--- config.mk ---
export PLATFORM = sky130hd
export DESIGN_NAME = seg_scan_ctrl
export DESIGN_NICKNAME = d
export VERILOG_FILES = /design/src/rtl/seg_pkg.sv /design/src/rtl/scan_tick.sv /design/src/rtl/seg_scan_ctrl.sv
export SDC_FILE = /design/constraint.sdc
export NUM_CORES = 1
export LEC_CHECK = 0
export BUFFER_PORTS_ARGS = -buffer_cell sky130_fd_sc_hd__buf_2
export CAP_MARGIN = 5
export CORE_ASPECT_RATIO = 0.7
export CORE_MARGIN = 1.5
export CORE_UTILIZATION = 40
export CTS_BUF_LIST = sky130_fd_sc_hd__clkbuf_8 sky130_fd_sc_hd__clkbuf_16
export DETAILED_ROUTE_END_ITERATION = 12
export PLACE_DENSITY = 0.62
export SYNTH_ARGS = -nofsm -noshare
export SYNTH_HDL_FRONTEND = slang
export SYNTH_HIERARCHICAL = 1
export SYNTH_SLANG_ARGS = --single-unit
--- constraint.sdc ---
create_clock -name clk -period 3.95 [get_ports clk]
set_clock_uncertainty 0.15 [all_clocks]
set_input_delay 0.395 -clock clk [delete_from_list [all_inputs] [get_ports clk]]
set_output_delay 0.395 -clock clk [all_outputs]
set_load 0.005 [all_outputs]
--- src/rtl/seg_pkg.sv ---
// Shared constants and hex decode for the 4-digit seven-segment scanner.
// Segment codes are active-low, ordered gfedcba.
package seg_pkg;

    localparam int NDIGITS = 4;

    localparam logic [6:0] SEG_OFF = 7'b1111111;

    // Packed, so element n is the code for hex digit n.
    localparam logic [15:0][6:0] SEG_HEX = {
        7'b0001110, 7'b0000110, 7'b0100001, 7'b1000110,
        7'b0000011, 7'b0001000, 7'b0010000, 7'b0000000,
        7'b1111000, 7'b0000010, 7'b0010010, 7'b0011001,
        7'b0110000, 7'b0100100, 7'b1111001, 7'b1000000
    };

    function automatic logic [6:0] hex2seg(input logic [3:0] nib);
        return SEG_HEX[nib];
    endfunction

endpackage

--- src/rtl/scan_tick.sv ---
// Scan prescaler: free-running 0..DIV-1 counter, tick on the last count.
// Latency: tick is combinational from the counter; no backpressure.
// Backpressure: none, runs every clock.
module scan_tick #(
    parameter int DIV = 4
) (
    input  logic clk,
    input  logic rst,
    output logic tick
);

    localparam int CW = (DIV > 2) ? $clog2(DIV) : 1;
    localparam logic [CW-1:0] LAST = CW'(DIV - 1);

    logic [CW-1:0] cnt;

    always_ff @(posedge clk) begin
        if (rst) begin
            cnt <= '0;
        end else if (cnt == LAST) begin
            cnt <= '0;
        end else begin
            cnt <= cnt + 1'b1;
        end
    end

    assign tick = (cnt == LAST);

endmodule

--- src/rtl/seg_scan_ctrl.sv ---
// Multiplexed 4-digit hex display scanner with frame-aligned value commit.
// Latency: an/seg/dp registered, 1 cycle after idx/active.
// Backpressure: none; loads are always accepted, ready only reports a pending commit.
module seg_scan_ctrl
    import seg_pkg::*;
#(
    parameter int DIV      = 4,
    parameter bit BLANK_LZ = 1'b1
) (
    input  logic        clk,
    input  logic        rst,
    input  logic        en,
    input  logic        load,
    input  logic [15:0] value,
    input  logic [3:0]  dp_in,
    output logic        ready,
    output logic [3:0]  an,
    output logic [6:0]  seg,
    output logic        dp
);

    logic        tick;
    logic        frame_end;
    logic [1:0]  idx;
    logic [15:0] active;
    logic [15:0] shadow;
    logic [3:0]  active_dp;
    logic [3:0]  shadow_dp;
    logic        pending;

    scan_tick #(.DIV(DIV)) u_scan_tick (
        .clk  (clk),
        .rst  (rst),
        .tick (tick)
    );

    assign frame_end = tick && (idx == 2'(NDIGITS - 1));
    assign ready     = ~pending;

    always_ff @(posedge clk) begin
        if (rst) begin
            idx <= '0;
        end else if (tick) begin
            idx <= idx + 1'b1;
        end
    end

    // The displayed value only changes on a frame boundary so a digit never tears.
    always_ff @(posedge clk) begin
        if (rst) begin
            active    <= '0;
            active_dp <= '0;
            shadow    <= '0;
            shadow_dp <= '0;
            pending   <= 1'b0;
        end else begin
            if (load) begin
                shadow    <= value;
                shadow_dp <= dp_in;
            end
            if (load && frame_end) begin
                active    <= value;
                active_dp <= dp_in;
                pending   <= 1'b0;
            end else if (frame_end && pending) begin
                active    <= shadow;
                active_dp <= shadow_dp;
                pending   <= 1'b0;
            end else if (load) begin
                pending   <= 1'b1;
            end
        end
    end

    logic [3:0]  nib;
    logic [15:0] upper;
    logic        blank;
    logic [3:0]  an_nxt;
    logic [6:0]  seg_nxt;
    logic        dp_nxt;

    always_comb begin
        nib     = active[{idx, 2'b00} +: 4];
        upper   = active >> {idx, 2'b00};
        blank   = BLANK_LZ && (idx != 2'd0) && (upper == 16'h0);
        an_nxt  = ~(4'b0001 << idx);
        seg_nxt = blank ? SEG_OFF : hex2seg(nib);
        dp_nxt  = ~active_dp[idx];
        if (!en) begin
            an_nxt  = 4'b1111;
            seg_nxt = SEG_OFF;
            dp_nxt  = 1'b1;
        end
    end

    always_ff @(posedge clk) begin
        if (rst) begin
            an  <= 4'b1111;
            seg <= SEG_OFF;
            dp  <= 1'b1;
        end else begin
            an  <= an_nxt;
            seg <= seg_nxt;
            dp  <= dp_nxt;
        end
    end

endmodule

==> impl_metrics.py <==
metrics = {
    "clock_network": {
        "h-tree-depth": 3,
        "cts_made_buffers": 9,
        "cts-resized-gates": 0,
        "cts.sinks": 57,
        "clkTransAtPathRegs_ns": 0.07,
        "cts_buffer_depth": 2,
        "root_buffer": "clkbuf_8",
        "clock_latency_ns": 0.34,
        "post_cts_buffers": 0,
        "cts_tree": "done",
        "cts_hold_buf": 0,
    },
    "place": {
        "dpl_cell_area_um2": 2708,
        "dp_hpwl_um": 3595,
        "place.gp.congestion": 0.7826,
        "port_buffers": 36,
    },
    "sta": {
        "hold_viol": 0,
        "setup_viol": 0,
        "final.period_utilization": 0.6719,
        "drv_slew": 0,
        "min_period_ns": 2.654,
        "rsz0062_at_grt": "no",
        "relSlewSlack": 0.4186,
        "timing.setup.tns_ns": 0,
        "max_freq_mhz": 376.8,
        "worstMarginPinSlew_ns": 0.8721,
    },
    "logic_synthesis": {
        "synthTopCellsByArea": "dfxtp_1 46%, nor2_1 9.5%, mux2i_1 9.2%",
        "synth_edf_count": 0,
        "ys_seq_elements": 57,
        "syn_area_per_cell_um2": 9.469,
        "yosysSeqAreaShare": 0.4565,
        "synthFlopType": "dfxtp_1",
        "ys_types": 36,
        "yosys.area.top_type_share": 0.4565,
        "synth_nets": 298,
        "synth_largest_area_cell": "dfxtp_1",
        "netlist_instances": 264,
        "syn_area_um2": 2500,
        "yosys_warnings": 6,
        "async_reset_ff_frac": 0,
    },
    "layout": {
        "area_delta_synth_final_pct": 16.12,
        "num_antenna_cells": 0,
        "stdcell_area_um2": 2903,
        "final_common_cell": "nor2_1",
        "drive_above_1_share": 0.2093,
        "fin_nets": 330,
        "layout_common_cells": "63 x nor2_1, 57 x dfxtp_1, 36 x buf_2, 23 x mux2i_1, 13 x nand2_1",
    },
    "worst_setup_path": {
        "required_ns": 4.07,
        "cp_slowest_cell": "dfxtp_1",
        "cp_num_buf_inv": 1,
        "cp.arrival_ns": 2.77,
        "reg2reg_setup_slack_ns": 1.30,
        "cpPeakStageDelay_ns": 0.72,
        "end_kind": "flip-flop",
        "cp_max_fo": 14,
        "crit_type": "reg -> reg",
        "path_cells": "mux4_2, inv_1, ha_1, nand4b_1, o41a_1, o2111ai_1",
        "critPathTopFamily": "flip-flops",
        "critPathLaunchType": "flip-flop",
    },
    "detailed_routing": {
        "drtIter0Drc": 94,
        "ant_nets": 0,
        "wl_um": 5160,
        "drt-wirelength-per-cell_um": 13.72,
        "vias_per_cell": 5.255,
        "vias": 1976,
        "firstDrtPassIters": 4,
        "drc": 0,
    },
    "grt": {
        "use_met1": 0.2257,
        "use_met3": 0.06897,
        "grt_pass1_vias": 1842,
        "grt_max_degree": 47,
        "grt.overflow.total": 0,
        "antenna_found_initial": 0,
        "grt_usage": 0.1671,
        "grt_first_pass_wirelength_um": 8866,
        "grt_busiest_layer": "met2",
        "globalRouteMet2Util": 0.2384,
    },
    "job": {
        "cap_violations": 0,
    },
    "pwr": {
        "peakVddDrop_uv": 220.1,
        "leakagePower_nw": 1.147,
        "power_w": 0.001240,
        "power_density_nw_per_um2": 427.2,
    },
    "floorplanning": {
        "core_area_um2": 5871,
        "dieArea_um2": 6740,
        "die_w_um": 97.49,
        "start_util": 0.4258,
        "io_pins": 37,
        "num_rows": 23,
        "die_height_um": 69.14,
    },
    "outcome": {
        "run_status": "complete, no violations",
    },
    "min_path": {
        "hp-class": "in -> reg",
    },
}
-- worst paths after layout --
path | from | endpoint | depth (start not counted)
worst max register to register | idx[0]$_SDFFE_PP0P_ | seg[0]$_SDFF_PP1_ | 6
worst min register to register | u_scan_tick/cnt[0]$_SDFF_PP0_ | u_scan_tick/cnt[0]$_SDFF_PP0_ | 1
worst min-delay path | value[14] | shadow[14]$_SDFFE_PP0P_ | 3
worst max-delay path | idx[0]$_SDFFE_PP0P_ | seg[0]$_SDFF_PP1_ | 6
-- metrics by stage --
| stage | setup WS [ns] | cells | hold slack, ns | utilization |
|---|---|---|---|---|
| 2_1_floorplan | 1.670 | 264 | 0.2561 | - |
| 3_3_place_gp | 1.355 | 360 | 0.2679 | 0.4612 |
| 3_5_place_dp | 1.303 | 360 | 0.2729 | 0.4612 |
| 4_1_cts | 1.278 | 376 | 0.1489 | 0.4945 |
| 5_1_grt | 1.109 | 376 | 0.1462 | 0.4945 |
| 6_report | 1.296 | 376 | 0.1587 | 0.4945 |
-- area by class of cell --
class	instances	area, µm²
Fill cell	569	2968
Multi-Input combinational cell	184	1255
Sequential cell	57	1141
Timing Repair Buffer	38	195.2
Clock buffer	10	137.6
Tap cell	75	93.84
Clock inverter	6	57.56
Inverter	6	22.52
-- sequential cells by signal (all words and copies together), names as in the netlist --
| name | count |
|---|---|
| active | 16 |
| active_dp | 4 |
| an | 4 |
| dp | 1 |
| idx | 2 |
| pending | 1 |
| seg | 7 |
| shadow | 16 |
| shadow_dp | 4 |
| u_scan_tick/cnt | 2 |
-- worst register-to-register path: cells and delay by family, from the launching register on --
kind / cells / cell delay, ns
DFF: 1 / 0.72
buffers and inverters: 1 / 0.14
AOI/OAI and AO/OA: 2 / 0.56
adders and majority gates: 1 / 0.24
and+or+nand+nor: 1 / 0.11
muxes: 1 / 0.66
-- routing by layer --
layer	wire length, µm	share of wire
met1	2686	0.52
met2	2131	0.41
met3	263	0.051
met4	78	0.015
met5	0	0
-- cell usage after synthesis (2+ instances only) --
cell	instances
nor2_1	63
dfxtp_1	57
mux2i_1	23
nand2_1	13
a211oi_1	12
ha_1	10
nor3_1	10
o22ai_1	10
a2bb2oi_1	8
buf_2	8
clkbuf_1	8
inv_1	5
mux4_2	5
a21oi_1	4
o211ai_1	4
nor4_1	3
nor2b_1	2
-- where the power goes --
part           internal (W)  switching (W)
sequential         0.000597      0.0000145
combinational     0.0000471      0.0000488
clock              0.000303       0.000230
-- logic make-up (layout without fill, tap and decap cells) --
group                      after synthesis  count (layout)  synth area share
and+or+nand+nor                         98              98            0.1697
DFF                                     57              57            0.4565
AOI/OAI and AO/OA                       46              46            0.1371
muxes                                   29              29            0.1416
buffers and inverters                   23              60           0.04154
adders and majority gates               10              10           0.05005
xor gates and xnor gates                 1               1          0.003504
No activity file was read; power rests on OpenSTA's default activity.
